===== src/rtl/uart_pkg.sv =====
// Shared types and constants for the UART receive path.
package uart_pkg;

    localparam int unsigned DATA_MAX = 8;
    localparam int unsigned SHIFT_W  = DATA_MAX + 1;

    localparam logic [1:0] WLS_5 = 2'b00;
    localparam logic [1:0] WLS_6 = 2'b01;
    localparam logic [1:0] WLS_7 = 2'b10;
    localparam logic [1:0] WLS_8 = 2'b11;

    typedef enum logic [1:0] {
        IDLE,
        START,
        BITS
    } rx_state_e;

    function automatic logic [3:0] data_bits(input logic [1:0] wls);
        return 4'd5 + {2'b00, wls};
    endfunction

endpackage


===== src/rtl/rx_parity_check.sv =====
// Combinational parity checker for one received character (normal or stick parity).
module rx_parity_check (
    input  logic [7:0] data_i,
    input  logic       pbit_i,
    input  logic [1:0] wls_i,
    input  logic       eps_i,
    input  logic       sp_i,
    output logic       parity_err_o
);
    import uart_pkg::*;

    logic data_xor;

    always_comb begin
        data_xor = 1'b0;
        unique case (wls_i)
            WLS_5: data_xor = ^data_i[4:0];
            WLS_6: data_xor = ^data_i[5:0];
            WLS_7: data_xor = ^data_i[6:0];
            WLS_8: data_xor = ^data_i[7:0];
            default: data_xor = 1'b0;
        endcase
    end

    // Stick parity ignores the data; the bit must simply equal ~eps.
    assign parity_err_o = sp_i ? (pbit_i != ~eps_i) : ((data_xor ^ pbit_i) != ~eps_i);

endmodule


===== src/rtl/receive_controller.sv =====
// UART receive sequencer: start detect, LSB-first shift-in, and per-frame
// parity/framing/break checking with a registered one-cycle rx_valid.
module receive_controller #(
    parameter int unsigned DATA_MAX = uart_pkg::DATA_MAX,
    parameter int unsigned SHIFT_W  = uart_pkg::SHIFT_W
) (
    input  logic                pclk,
    input  logic                presetn,
    input  logic                rxd,
    input  logic                sample_edge,
    input  logic                receive_done,
    input  logic [1:0]          wls,
    input  logic                pen,
    input  logic                eps,
    input  logic                sp,
    output logic                sample_restart,
    output logic                receive_frame_counter_en,
    output logic                receive_frame_counter_clear,
    output logic [DATA_MAX-1:0] rx_data,
    output logic                rx_valid,
    output logic                parity_err,
    output logic                framing_err,
    output logic                break_int
);
    import uart_pkg::*;

    localparam logic [3:0] ShiftW4 = 4'(SHIFT_W);

    rx_state_e           state_q;
    logic [SHIFT_W-1:0]  shreg_q;
    logic                rxd_q;
    logic                restart_q;
    logic                clear_q;
    logic [DATA_MAX-1:0] rx_data_q;
    logic                rx_valid_q;
    logic                parity_err_q;
    logic                framing_err_q;
    logic                break_q;

    logic [3:0]          dbits;
    logic [3:0]          width;
    logic [3:0]          shamt;
    logic [SHIFT_W-1:0]  aligned;
    logic [DATA_MAX-1:0] mask;
    logic [DATA_MAX-1:0] data_w;
    logic                pbit;
    logic                perr_raw;
    logic                perr_w;
    logic                break_w;

    // Frame bits sit in the top W positions of the shift register after W shifts.
    assign dbits   = data_bits(wls);
    assign width   = dbits + {3'b000, pen};
    assign shamt   = ShiftW4 - width;
    assign aligned = shreg_q >> shamt;
    assign mask    = ~({DATA_MAX{1'b1}} << dbits);
    assign data_w  = aligned[DATA_MAX-1:0] & mask;
    assign pbit    = pen & shreg_q[SHIFT_W-1];

    rx_parity_check u_parity (
        .data_i       (data_w),
        .pbit_i       (pbit),
        .wls_i        (wls),
        .eps_i        (eps),
        .sp_i         (sp),
        .parity_err_o (perr_raw)
    );

    assign perr_w  = pen & perr_raw;
    assign break_w = (data_w == '0) & (~pen | ~pbit) & ~rxd;

    always_ff @(posedge pclk or negedge presetn) begin
        if (!presetn) begin
            state_q       <= IDLE;
            shreg_q       <= '0;
            rxd_q         <= 1'b1;
            restart_q     <= 1'b0;
            clear_q       <= 1'b0;
            rx_data_q     <= '0;
            rx_valid_q    <= 1'b0;
            parity_err_q  <= 1'b0;
            framing_err_q <= 1'b0;
            break_q       <= 1'b0;
        end else begin
            rxd_q      <= rxd;
            restart_q  <= 1'b0;
            rx_valid_q <= 1'b0;
            unique case (state_q)
                IDLE: begin
                    clear_q <= 1'b1;
                    // Falling edge only, so a line stuck low cannot retrigger.
                    if (rxd_q && !rxd) begin
                        state_q   <= START;
                        restart_q <= 1'b1;
                    end
                end
                START: begin
                    clear_q <= 1'b1;
                    if (sample_edge) begin
                        if (rxd) begin
                            state_q <= IDLE;
                        end else begin
                            state_q <= BITS;
                            clear_q <= 1'b0;
                        end
                    end
                end
                BITS: begin
                    clear_q <= 1'b0;
                    if (receive_done) begin
                        state_q       <= IDLE;
                        clear_q       <= 1'b1;
                        rx_data_q     <= data_w;
                        parity_err_q  <= perr_w;
                        framing_err_q <= ~rxd;
                        break_q       <= break_w;
                        rx_valid_q    <= 1'b1;
                    end else if (sample_edge) begin
                        shreg_q <= {rxd, shreg_q[SHIFT_W-1:1]};
                    end
                end
                default: state_q <= IDLE;
            endcase
        end
    end

    assign sample_restart              = restart_q;
    assign receive_frame_counter_en    = (state_q == BITS) & sample_edge & ~receive_done;
    assign receive_frame_counter_clear = clear_q;
    assign rx_data                     = rx_data_q;
    assign rx_valid                    = rx_valid_q;
    assign parity_err                  = parity_err_q;
    assign framing_err                 = framing_err_q;
    assign break_int                   = break_q;

endmodule

===== config.mk =====
export PLATFORM = sky130hd
export DESIGN_NAME = receive_controller
export DESIGN_NICKNAME = d
export VERILOG_FILES = /design/src/rtl/uart_pkg.sv /design/src/rtl/rx_parity_check.sv /design/src/rtl/receive_controller.sv
export SDC_FILE = /design/constraint.sdc
export NUM_CORES = 1
export LEC_CHECK = 0
export CAP_MARGIN = 20
export CORE_MARGIN = 3
export CORE_UTILIZATION = 42
export DETAILED_ROUTE_END_ITERATION = 16
export GPL_ROUTABILITY_DRIVEN = 1
export PLACE_DENSITY_LB_ADDON = 0.2
export SETUP_SLACK_MARGIN = 0.5
export SYNTH_ARGS = -nofsm -noshare
export SYNTH_HDL_FRONTEND = slang
export SYNTH_SLANG_ARGS = --single-unit

===== constraint.sdc =====
create_clock -name pclk -period 6.3 [get_ports pclk]
set_input_delay 0.945 -clock pclk [delete_from_list [all_inputs] [get_ports pclk]]
set_output_delay 0.945 -clock pclk [all_outputs]
set_load 0.01 [all_outputs]

* Yosys cells after proc, flatten, opt, wreduce, memory -nomap -nowiden
Cells that the tools add are included.
Word-level totals: register bits after elaboration 26, input bits 10, output and inout port bits 15, word-level logic and storage cells 67
Cells by class: add/subtract/negate cells 3, equal/unequal tests 10, shift-type cells 2, mux-type cells 14, bitwise logic cells 15, reductions and logical operators 13
Operators with widths (count):
- right shift 9 x 4 -> 8 bit | 1
- bitwise AND 8 bit | 1
- logical NOT 8 bit | 1
- two-way mux 2 bit | 4
- inverter 8 bit | 1
- XOR reduction 8 bit | 1
- << shifter 8 x 4 -> 8 bit (first input constant) | 1
- two-way mux 1 bit | 7
- XOR reduction 7 bit | 1
- bitwise AND 1 bit | 6
- equality test 2 bit (second input constant) | 3
- != test 2 bit (second input constant) | 3
- one-hot mux 2 bit (3 select lines) | 1
- AND reduction 3 bit | 2
- XOR reduction 6 bit | 1
- inverter 1 bit | 5
- XOR reduction 5 bit | 1
- adder 3 x 2 -> 4 bit (first input constant) | 1
- adder 4 x 1 -> 4 bit | 1
- equality test 2 x 1 -> 1 bit (second input constant) | 2
- logical NOT 2 bit | 2
- one-hot mux 1 bit (4 select lines) | 1
- subtractor 4 bit (first input constant) | 1
- one-hot mux 1 bit (3 select lines) | 1
- other kinds (7) | 8

* Longest topological paths before layout
word-level depth 11, gate-level depth with buffers 18, gate-level depth less buffers 18

* Cells and area by module
From an unflattened synthesis, not the netlist that was laid out.
Second synthesis, totals: cells, all modules 153, area, all modules 1695.4 µm²
Modules (own cells, without submodules):
- receive_controller | instances 1, cells each 127, area an instance 1495.2 µm², seq. area each 651.9 µm²
- rx_parity_check | instances 1, cells each 26, area an instance 200.2 µm², seq. area each 0.0 µm²

* Worst setup path before layout
No wires, ideal clock.
path type input -> register, start point input port wls[0], end point register parity_err_q (netlist: parity_err), library setup time 130 ps, arrival 3722 ps, data required time 6170 ps, slack 2449 ps, cell stages on the path 14, path buffers 0, cell sequence inv_1 > ha_1 > inv_1 > ha_1 > mux2_2 > o211a_1 > o21ai_0 > ha_1 > xnor2_1 > xnor2_1 > xor2_1 > a221oi_1 > a211o_1 > o211ai_2
Between the ends: longest elaborated chain between the ends 11, elaborated cells on any way between the ends 20, those cells by class 3 x add/sub; 4 x eq/ne; 2 x shift; 2 x mux; 4 x bitwise; 5 x reduce/logical
RTL lines:
- start: declaration | RTL line receive_controller.sv:12 | input logic [1:0] wls,
- adder 3 x 2 -> 4 bit | RTL line uart_pkg.sv:19 | return 4'd5 + {2'b00, wls};
- adder 4 x 1 -> 4 bit | RTL line receive_controller.sv:53 | assign width = dbits + {3'b000, pen};
- subtractor 4 bit | RTL line receive_controller.sv:54 | assign shamt = ShiftW4 - width;
- right shift 9 x 4 -> 8 bit | RTL line receive_controller.sv:55 | assign aligned = shreg_q >> shamt;
- bitwise AND 8 bit | RTL line receive_controller.sv:57 | assign data_w = aligned[DATA_MAX-1:0] & mask;
- XOR reduction 8 bit, or another cell as far along | RTL line rx_parity_check.sv:20 | WLS_8: data_xor = ^data_i[7:0];
- one-hot mux 1 bit (4 select lines) * | RTL line rx_parity_check.sv:16 | unique case (wls_i)
- bitwise XOR 1 bit * | RTL line rx_parity_check.sv:26 | assign parity_err_o = sp_i ? (pbit_i != ~eps_i) : ((data_xor ^ pbit_i) != ~eps_i);
- != test 1 bit * | RTL line rx_parity_check.sv:26
- two-way mux 1 bit * | RTL line rx_parity_check.sv:26
- bitwise AND 1 bit * | RTL line receive_controller.sv:69 | assign perr_w = pen & perr_raw;
- end signal: assignment | RTL line receive_controller.sv:114 | parity_err_q <= perr_w;
- end: declaration | RTL line receive_controller.sv:36 | logic parity_err_q;
Every way passes the cells marked *; elsewhere a longest branch is shown, timed or not. A chain may end at the register's enable or synchronous reset.

* Worst setup path in the final report
Same ends and word-level chain as after synthesis.

==> out/metrics.cfg <==
[yosys]
synth.most_common_cell=dfrtp_1
synth_ff_type=dfrtp_1
synth_nets=191
synth-compound-area-share=0.148
synth-async-reset-ratio=1.00
yosys-top-cells-area=dfrtp_1, ha_1, mux2_2
ys_ff_latch=26
synth_top_area_cell=dfrtp_1
yosys_warnings=0
syn_inst=166
synth_common_cells=dfrtp_1, nand2_1, ha_1, o21ai_0, mux2_2
yosys.area_share.simple=0.137
synth_fa_ha_area_frac=0.112
yosys.area.top_type_share=0.375
synthMuxAreaShare=0.141
synth-edff-count=0
synth.cell_area_um2=1670
yosysSeqAreaShare=0.390
synth_top_family_by_area=compound AO/OA/AOI/OAI gates
synth_cell_types=40
synth-xor-area-share=0.0210
syn_avg_cell_area_um2=10.1

[detailed_routing]
viasPerCell=5.27
totalWireLength_um=3140
vias=1248
drt_iter0_markers=62
drc=0
detail_route.wl_per_cell_um=13.2
drt_first_pass_iters=5
drtAntennaViolNets=0

[die]
core_um2=3740
pin_count=25
start_util=0.446
row_count=22
die_h_um=69.1
fp.dieW_um=69.1
die-area_um2=4770

[global_route]
antenna_found_initial=0
grt_start_max_net_pins=25
grt_usage=0.140
grt-ovfl-total=0
grt_pass1_wl_um=5510
grt_pass1_vias=1220

[clock_network]
cts.repair.resized=0
cts_setup_buffers=0
cts_hold_buf=0
insertion_delay_ns=0.27
cts_tree=built
clkSinkCount=26
clkTransAtPathRegs_ns=0.09
clockBufferDepth=2
htree_levels=1
cts.root.buffer_cell=clkbuf_8
cts_buffers=3

[worst_setup_path]
cp.arrival_ns=4.82
crit_path_start_kind=primary input
crit_path_max_incr_delay_ns=0.59
critPathMaxFanout=12
r2r-start=shreg_q[3]$_DFFE_PN0P_
path_common_cell=ha_1
cp_top_family=adder cells
cp_slowest_cell=ha_1
worst-path-buf-inv=3
crit_chain=clkdlybuf4s50_1, inv_1, ha_1, inv_1, ha_1, mux2_2, o211a_1, o21ai_0, ha_1, xnor2_1, xnor2_1, xor2_1, a221oi_1, a211o_1, o211ai_2
worst_ep_required_time_ns=6.45
crit_start=wls[0]
critPathKind=primary input to flip-flop
endpoint_kind=flip-flop

[place]
dp_cells=233
dp_hpwl_um=2500
place_area_um2=1950
gp_congestion=0.849
numPortBuffers=24

[timing]
tns_ns=0
slew_headroom=0.570
hold_slack_ns=0.480
min_period_ns=4.67
fmax_mhz=214
hold_viol=0
setup_viol=0
rsz0062_at_grt=false
clock_skew_ns=0.00419
drv_slew=0
period_share=0.741
worst_pin_slew_ns=0.644

[layout]
drive_gt1_frac=0.127
layout.cells.non_filler=237
final_area_um2=2020
nets=215
diodes=0
area_growth_pct=20.8
fill_cells=363

[flow_run]
drv_cap=0

[pwr]
ir_drop_mv=0.146
power_per_cell_area_nw_per_um2=317
leakage_nw=0.929
p_total_mw=0.641

[outcome]
status=complete, no violations

[min_path]
hp-start=rx_data[7]$_DFFE_PN0P_
hp-class=flip-flop to flip-flop

[metrics by stage]
stage               setup slack [ns]   util
floorplan                       2.45      -
global placement                1.42  0.516
detailed placement              1.34  0.520
CTS                             1.62  0.539
global route                    1.41  0.539
finish                          1.63  0.539
[worst reg2reg max path: stages, from the launching register on]
cell and delay [ns]:
dfrtp_1 0.42, mux4_1 0.53, nand2_1 0.09, o31ai_1 0.06, nand2_1 0.09, o31a_1 0.18
ha_1 0.25, xnor2_1 0.16, xnor2_1 0.33, xor2_1 0.11, a221oi_1 0.33, a211o_1 0.19
o211ai_2 0.06
[per-layer routing]
layer | part of all wire | routed length [um] | GRT usage
met5 | 0 | 0 | 0
met4 | 0.014 | 43 | 0.0434
met3 | 0.050 | 158 | 0.0423
met2 | 0.47 | 1470 | 0.231
met1 | 0.47 | 1470 | 0.177
[area by class of cell]
cell class | count | area [um2] | area share
clock inverters | 1 | 30.0 | 0.0149
flip-flops and latches | 26 | 652 | 0.323
clock buffers | 3 | 41.3 | 0.0205
well taps | 48 | 60.1 | 0.0298
repair buffers | 25 | 255 | 0.126
multi-input cells | 122 | 935 | 0.463
inverters | 12 | 45.0 | 0.0223
[power breakdown]
| part | internal [mW] | switching [mW] |
|---|---|---|
| clock | 0.0849 | 0.0491 |
| sequential | 0.205 | 0.0319 |
| combinational | 0.134 | 0.136 |
| total | 0.424 | 0.217 |
[state kept, by name, indices dropped and copies added, names as in the netlist]
register	count
shreg_q	9
rx_data	8
state_q	2
break_int	1
framing_err	1
parity_err	1
receive_frame_counter_clear	1
rx_valid	1
rxd_q	1
sample_restart	1
[cell usage in the layout, fill, tap and decap left out, drive strengths merged, types with 4 or more instances in the layout]
cell           Yosys  final
a21oi              6      6
clkdlybuf4s50      0     24
dfrtp             25     25
ha                15     15
inv               12     12
mux2              13     13
mux2i              5      5
nand2             24     24
nand3              4      4
nor2               7      7
o211ai             5      5
o21ai             16     16
[final timing paths]
| path | depth (start not counted) | slack [ns] | endpoint |
|---|---|---|---|
| setup / recovery | 15 | 1.63 | parity_err$_DFFE_PN0P_ |
| hold / removal | 2 | 0.48 | rx_data[7]$_DFFE_PN0P_ |
| setup reg to reg | 12 | 3.38 | parity_err$_DFFE_PN0P_ |
| hold reg to reg | 2 | 0.48 | rx_data[7]$_DFFE_PN0P_ |
| max in group asynchronous | 2 | 4.85 | rxd_q$_DFF_PN1_ |
| min in group asynchronous | 1 | 0.94 | rx_valid$_DFF_PN0_ |
[logic make-up after synthesis]
group | Yosys count
and+or+nand+nor | 48
AOI/OAI and AO/OA | 36
DFF | 26
muxes | 19
buffers and inverters | 18
adders and majority gates | 15
xor gates and xnor gates | 4
Note: power is estimated with default switching activity, not from simulation.
==> RTL edit 1 (config.mk and constraints unchanged) <==
Encoding of `rx_state_e`: now one-hot (3 bits for 3 states).
--- a/src/rtl/uart_pkg.sv
+++ b/src/rtl/uart_pkg.sv
@@ -9,10 +9,10 @@
     localparam logic [1:0] WLS_7 = 2'b10;
     localparam logic [1:0] WLS_8 = 2'b11;
 
-    typedef enum logic [1:0] {
-        IDLE,
-        START,
-        BITS
+    typedef enum logic [2:0] {
+        IDLE  = 3'b001,
+        START = 3'b010,
+        BITS  = 3'b100
     } rx_state_e;
 
     function automatic logic [3:0] data_bits(input logic [1:0] wls);
Formal check against the unedited RTL: no difference found for any inputs over 10 cycles, from zero or initial values and one cycle with presetn low; not proved beyond that.
==> RTL edit 1 against the unedited design <==
- sequential cell count rose by 1
- area after synthesis fell by 1.9%
- critical path depth rose by 3
- wire length fell by 0.64%
- utilization fell by 1.3 points
- global-route usage rose by 0.78 points
- cell area fell by 3.1%
- setup slack got worse by 120 ps
- register-to-register slack got worse by 360 ps
- cell count rose by 4.6%
- hold slack barely moved
- critical path type unchanged
- highest routed layer unchanged
Power is not compared: it rests on default switching activity, and its combinational part moved more than twofold at a synthesized area within 25%.
==> RTL edit 1: results (changes against the unedited design) <==
- The routed via count divided by cell count is 5.153 (-2.1%).
- The final non-filler cell total is 248 (+4.6%).
- The capturing element type of the critical path is a flop.
- The maximum number of pins on one net before global-route repair was 28 (+12%).
- Following the worst setup path forward leads to its endpoint at parity_err.
- The number of design rule violations left after detail routing came to 0 (unchanged).
- The critical path data arrival time is 4950 ps (+130 ps).
- The maximum fanout along the worst path came to 11 (-1).
- The wire length of the first global-routing pass is 5292 µm (-4.0%).
- The share of post-route cells with drive strength above 1 came to 0.09000 (-0.03698).
- The HPWL reported at the end of detailed placement is 2433 µm (-2.7%).
- The via count of the first global-routing pass was 1188 (-2.6%).
- The synthesized net count is 200 (+4.7%).
- The run finished with clean final reports.
- The largest clock skew in the final design is 4.101 ps (-0.09362 ps).
- Ranked by instance count, the synthesized netlist is headed by nand2_1 (44), dfrtp_1 (25), o21ai_0 (16).
- The number of hold buffers added after cts is 0 (unchanged).
- The placed instance count is 244 (+4.7%).
- The area of the core region is 3716 µm² (-0.74%).
- The minimum setup slack among reg-to-reg paths was 3020 ps (-360 ps).
- The proportion of synthesized chip area in sequential cells is 0.4141 (+0.02379).
- The detailed-router iteration count before antenna repair came to 4 (-1).
- The flip-flop count of the largest register after layout is 9 (unchanged).
- The number of gates given a new drive strength after cts is 0 (unchanged).
- The share of synthesized registers carrying an async set or reset was 1.000 (unchanged).
- The post-synthesis cell type count is 41 (+2.5%).
- The startpoint of the most critical register-to-register path is shreg_q[8].
- The global-route total usage across every layer was 0.1483 (+0.007810).
- The clock slew at the register clock pins of the worst setup and hold paths is 100 ps.
- The post-CTS setup-driven buffer insertion count is 0 (unchanged).
- The clock tree buffer depth is 2 (unchanged).
- The mean area per synthesized cell is 9.150 µm² (-9.1%).
- The routability congestion estimate from global placement is 0.9068 (+6.8%).
- The mean routed wirelength per cell is 12.57 µm (-5.0%).
- Sorting the synthesized cells by area gives the leading types as dfrtp_1 (38%), nand2_1 (10%), ha_1 (8.4%), o21ai_0 (4.9%), dfstp_2 (3.2%).
- The worst slew margin relative to its limit is 0.5277 (-0.04198).
- The count of routing violations after the opening detailed-route iteration was 52 (-16%).
- The min-delay analysis places its worst path in the category reg -> reg.
- The number of levels in the clock H-tree was 1 (unchanged).
- The number of nets in the finished design is 222 (+3.3%).
- The number of buffers added by the clock tree synthesis step is 3 (unchanged).
- The total of fill cells in the finished design was 354 (-2.5%).
- The post-place instance area is 1907 µm² (-2.1%).
RTL edit 1: cell count changes in the layout (fill, tap and decap cells not counted), moves of 3 or more:
cell     delta
nand2_1    +20
mux2_2      -9
inv_1       -5
nor2_1      +5
ha_1        -4
nand3_1     -3
RTL edit 1: area by class of cell:
class                   count  area (µm²)  share of cell area
clock inverters             1       7.507            0.003839
multi-input cells         136       890.9              0.4555
flip-flops and latches     27       678.2              0.3468
repair buffers             25       247.7              0.1267
well taps                  48       60.06             0.03071
clock buffers               3       41.29             0.02111
inverters                   8       30.03             0.01536
RTL edit 1: critical path: stages:
cell and delay (ps):
clkdlybuf4s50_1 510, inv_1 90, ha_1 290, inv_1 60, ha_1 130, inv_1 40, ha_1 440, nor2_1 90
a211oi_1 240, a31oi_1 50, or2_2 310, ha_1 320, xor3_1 470, xor2_1 160, a221o_1 290, a21oi_1 160
a2111oi_0 90, a221o_1 270
RTL edit 1: how the worst min path moves through the flow:
stage	endpoint	slack [ps]	from	cells after the start
2_1_floorplan	shreg_q[0]	450	shreg_q[0]	2
3_3_place_gp	framing_err	460	framing_err	2
3_5_place_dp	shreg_q[0]	460	shreg_q[0]	2
4_1_cts	shreg_q[0]	490	shreg_q[0]	2
5_1_grt	rx_data[4]	500	rx_data[4]	2
6_report	shreg_q[0]	480	shreg_q[0]	2
RTL edit 1: power groups by stage:
stage | clock network [mW] | registers [mW] | logic [mW]
after floorplan | 0 | 0.184 | 0.0662
after global placement | 0 | 0.184 | 0.0876
after detailed placement | 0 | 0.185 | 0.0900
after CTS | 0.103 | 0.181 | 0.0903
after global routing | 0.112 | 0.182 | 0.0996
final | 0.0991 | 0.181 | 0.0900
RTL edit 1: logic make-up after synthesis:
family / Yosys count / share of synthesized area
simple gates: 74 / 0.2101
flops: 27 / 0.4141
fa+ha+maj: 11 / 0.08403
buf+inv: 16 / 0.04201
mux: 9 / 0.06111
compound gates: 35 / 0.1421
xor+xnor: 7 / 0.04660
RTL edit 1: layer usage:
metal / track usage / wire length, µm / up-vias
met3: 0.02463 / 103 / 2
met4: 0.04218 / 23 / 0
li1: - / - / 652
met2: 0.2598 / 1488 / 22
met5: 0 / 0 / -
met1: 0.1855 / 1502 / 602
RTL edit 1: metrics by stage:
stage          hold WS [ps]  setup WS, ps
6_report              480.5          1511
5_1_grt               504.6          1238
4_1_cts               487.4          1517
3_5_place_dp          463.0          1242
3_3_place_gp          460.3          1345
2_1_floorplan         445.6          1891
==> RTL edit 2 (config.mk and constraints unchanged) <==
Made on the original files. Register the output `rx_valid` once more, without a reset; this adds one clock of latency there. The other outputs are not delayed to match. Comments in the files are not updated.
--- a/src/rtl/receive_controller.sv
+++ b/src/rtl/receive_controller.sv
@@ -128,7 +128,9 @@
     assign receive_frame_counter_en    = (state_q == BITS) & sample_edge & ~receive_done;
     assign receive_frame_counter_clear = clear_q;
     assign rx_data                     = rx_data_q;
-    assign rx_valid                    = rx_valid_q;
+    always_ff @(posedge pclk) begin
+        rx_valid <= rx_valid_q;
+    end
     assign parity_err                  = parity_err_q;
     assign framing_err                 = framing_err_q;
     assign break_int                   = break_q;
Formal check against the unedited RTL: not equivalent (Yosys sat finds a counterexample within 4 cycles, from zero or initial values and one cycle with presetn low).
==> RTL edit 2 against the unedited design <==
- count of clock-buffer cells in the layout is the same
- wire length is 2.0% lower
- sequential cell count rose by 1
- area after synthesis rose by 1.2%
- hold slack got worse by 130 ps
- total power fell by 4.4%
- cell area up 0.37%
- global-route usage shrank 0.21 points
- setup slack got worse by 82 ps
- critical endpoint unchanged
==> RTL edit 2: results (changes against the unedited design) <==
- The clock slew at the register clock pins of the worst setup and hold paths is 90 ps (about the same).
- The proportion of synthesized chip area in sequential cells came to 0.3975 (+0.007221).
- The fraction of power spent switching nets was 0.3606 (+0.02229).
- The maximum fanout along the worst path is 12 (unchanged).
- The share of post-route cells with drive strength above 1 is 0.1263 (-0.0006683).
- The synthesized net count is 192 (+0.52%).
- The arithmetic-cell share of the synthesized area counting full adders, half adders and majority gates is 0.1110 (-0.001331).
- The share of the synthesized netlist area taken by xor and xnor gates came to 0.02073 (-0.0002484).
- The number of antenna violations at the first check in global routing is 0 (unchanged).
- The flip-flop count of the largest register after layout is 9 (unchanged).
- The number of levels in the clock H-tree came to 1 (unchanged).
- The leakage power of the design is 0.9326 nW (+0.34%).
- The area fraction in compound gates after synthesis came to 0.1466 (-0.001757).
- The total of fill cells in the finished design is 313 (-14%).
- The register with the most flip-flops is shreg_q.
- The clock network latency to the later pin of the worst-skew pair came to 270 ps (about the same).
- The flow ran to the end, and the final reports show no timing, DRC or antenna violations.
- The worst ir drop on vdd is 0.0001047 V (-28%).
- The worst-margin pin slew is 655.9 ps (+11.94 ps).
- The post-synthesis cell type count is 41 (+2.5%).
- The overall routed net length was 3076 µm (-2.0%).
- The number of gates given a new drive strength after cts is 0 (unchanged).
- The number of buffers added by the clock tree synthesis step is 3 (unchanged).
- Among all flip-flop cells after synthesis, the most frequent one is dfrtp_1.
- The via count of the first global-routing pass is 1249 (+2.4%).
- The share of synthesized registers carrying an async set or reset is 0.9630 (-0.03704).
- The number of synthesized flops with an enable pin is 0 (unchanged).
- The number of diodes added for antenna fixing came to 0 (unchanged).
- The count of routing violations after the opening detailed-route iteration is 45 (-27%).
- The HPWL reported at the end of detailed placement was 2474 µm (-1.1%).
- The multiplexer share of the synthesized area is 0.1392 (-0.001668).
- The largest clock skew in the final design was 5.456 ps (+1.261 ps).
- The number of buffer cells added on primary ports is 24 (unchanged).
- The global-route total usage across every layer is 0.1384 (-0.002080).
- The flop and latch count out of synthesis is 27 (+3.8%).
- The count of vias placed by the detailed router is 1256 (+0.64%).
- The detailed-router iteration count before antenna repair is 4 (-1).
- The clock tree buffer depth is 2 (unchanged).
- The critical path data arrival time was 4900 ps (+80 ps).
- The wire length of the first global-routing pass is 5651 µm (+2.5%).
- The total of warnings raised by yosys is 0 (unchanged).
- The commonest cells after synthesis are dfrtp_1 (25), nand2_1 (24), ha_1 (15), o21ai_0 (15), mux2_2 (13).
- The routability congestion estimate from global placement is 0.8296 (-2.3%).
- The tightest min-delay check is of the reg -> reg type.
- The post-CTS setup-driven buffer insertion count is 0 (unchanged).
- The number of nets in the finished design was 216 (+0.47%).
- The maximum number of pins on one net before global-route repair is 25 (unchanged).
- The post-place instance area is 1979 µm² (+1.7%).
- By area the synthesized netlist is led by dfrtp_1 (37%), ha_1 (11%), mux2_2 (8.7%), nand2_1 (5.3%), o21ai_0 (4.4%).
- In this run the clock root is driven by a clkbuf_8.
==> RTL edit 2: cell types whose count changed after synthesis <==
cell	before	now
dfxtp_1	0	1
==> RTL edit 2: final cells by class <==
| cell class | instances | area, µm² | share of cell area |
|---|---|---|---|
| clock inverter | 1 | 5.005 | 0.002471 |
| timing repair buffer | 25 | 267.8 | 0.1322 |
| tap | 48 | 60.06 | 0.02965 |
| clock buffer | 3 | 41.29 | 0.02038 |
| inverter | 12 | 45.04 | 0.02224 |
| multi-input combinational | 122 | 934.6 | 0.4614 |
| sequential | 27 | 671.9 | 0.3317 |
==> RTL edit 2: power by group through the flow <==
stage          Combinational (mW)  Clock (mW)  Sequential [mW]
4_1_cts                     0.275      0.0996            0.245
6_report                    0.272      0.0968            0.244
5_1_grt                     0.303       0.108            0.252
3_3_place_gp                0.261           0            0.247
3_5_place_dp                0.274           0            0.249
2_1_floorplan               0.171           0            0.252
==> RTL edit 2: through the flow <==
step	setup slack, ps	utilization	cells	hold WS (ps)
2_1_floorplan	2449	-	167	324.2
3_3_place_gp	1354	0.5176	233	329.1
3_5_place_dp	1279	0.5249	234	333.7
4_1_cts	1562	0.5372	238	355.6
5_1_grt	1307	0.5372	238	368.4
6_report	1553	0.5372	238	349.8
==> RTL edit 2: cells by family after synthesis <==
kind of cell    Yosys count
buf+inv                  18
simple gates             48
xor+xnor                  4
compound gates           36
mux                      19
fa+ha+maj                15
flops                    27
==> RTL edit 2: critical path, cell delays in order <==
cell and delay, ps:
clkdlybuf4s50_1 510, inv_1 90, ha_1 280, inv_1 40
ha_1 590, mux2_2 440, o211a_1 210, o21ai_0 270
ha_1 300, xnor2_1 260, xnor2_1 260, xor2_1 120
a221oi_1 330, a211o_1 190, o211ai_2 70
==> RTL edit 2: layer usage <==
layer  part of all wire  track usage  vias up
met5                  0            0        -
met4             0.0062      0.02603        0
met3              0.035      0.02319        4
met2               0.47       0.2288       24
met1               0.49       0.1916      595
li1                   -            -      633
==> RTL edit 2: path summary, 6_finish.rpt <==
kind | from | to | slack [ps] | depth (start not counted)
setup / recovery | wls[0] | parity_err | 1550 | 15
hold / removal | rx_valid_q | rx_valid | 350 | 0
setup reg to reg | shreg_q[3] | parity_err | 3380 | 12
hold reg to reg | rx_valid_q | rx_valid | 350 | 0
max in group asynchronous | presetn | rxd_q | 4780 | 2
min in group asynchronous | presetn | rx_valid_q | 990 | 1
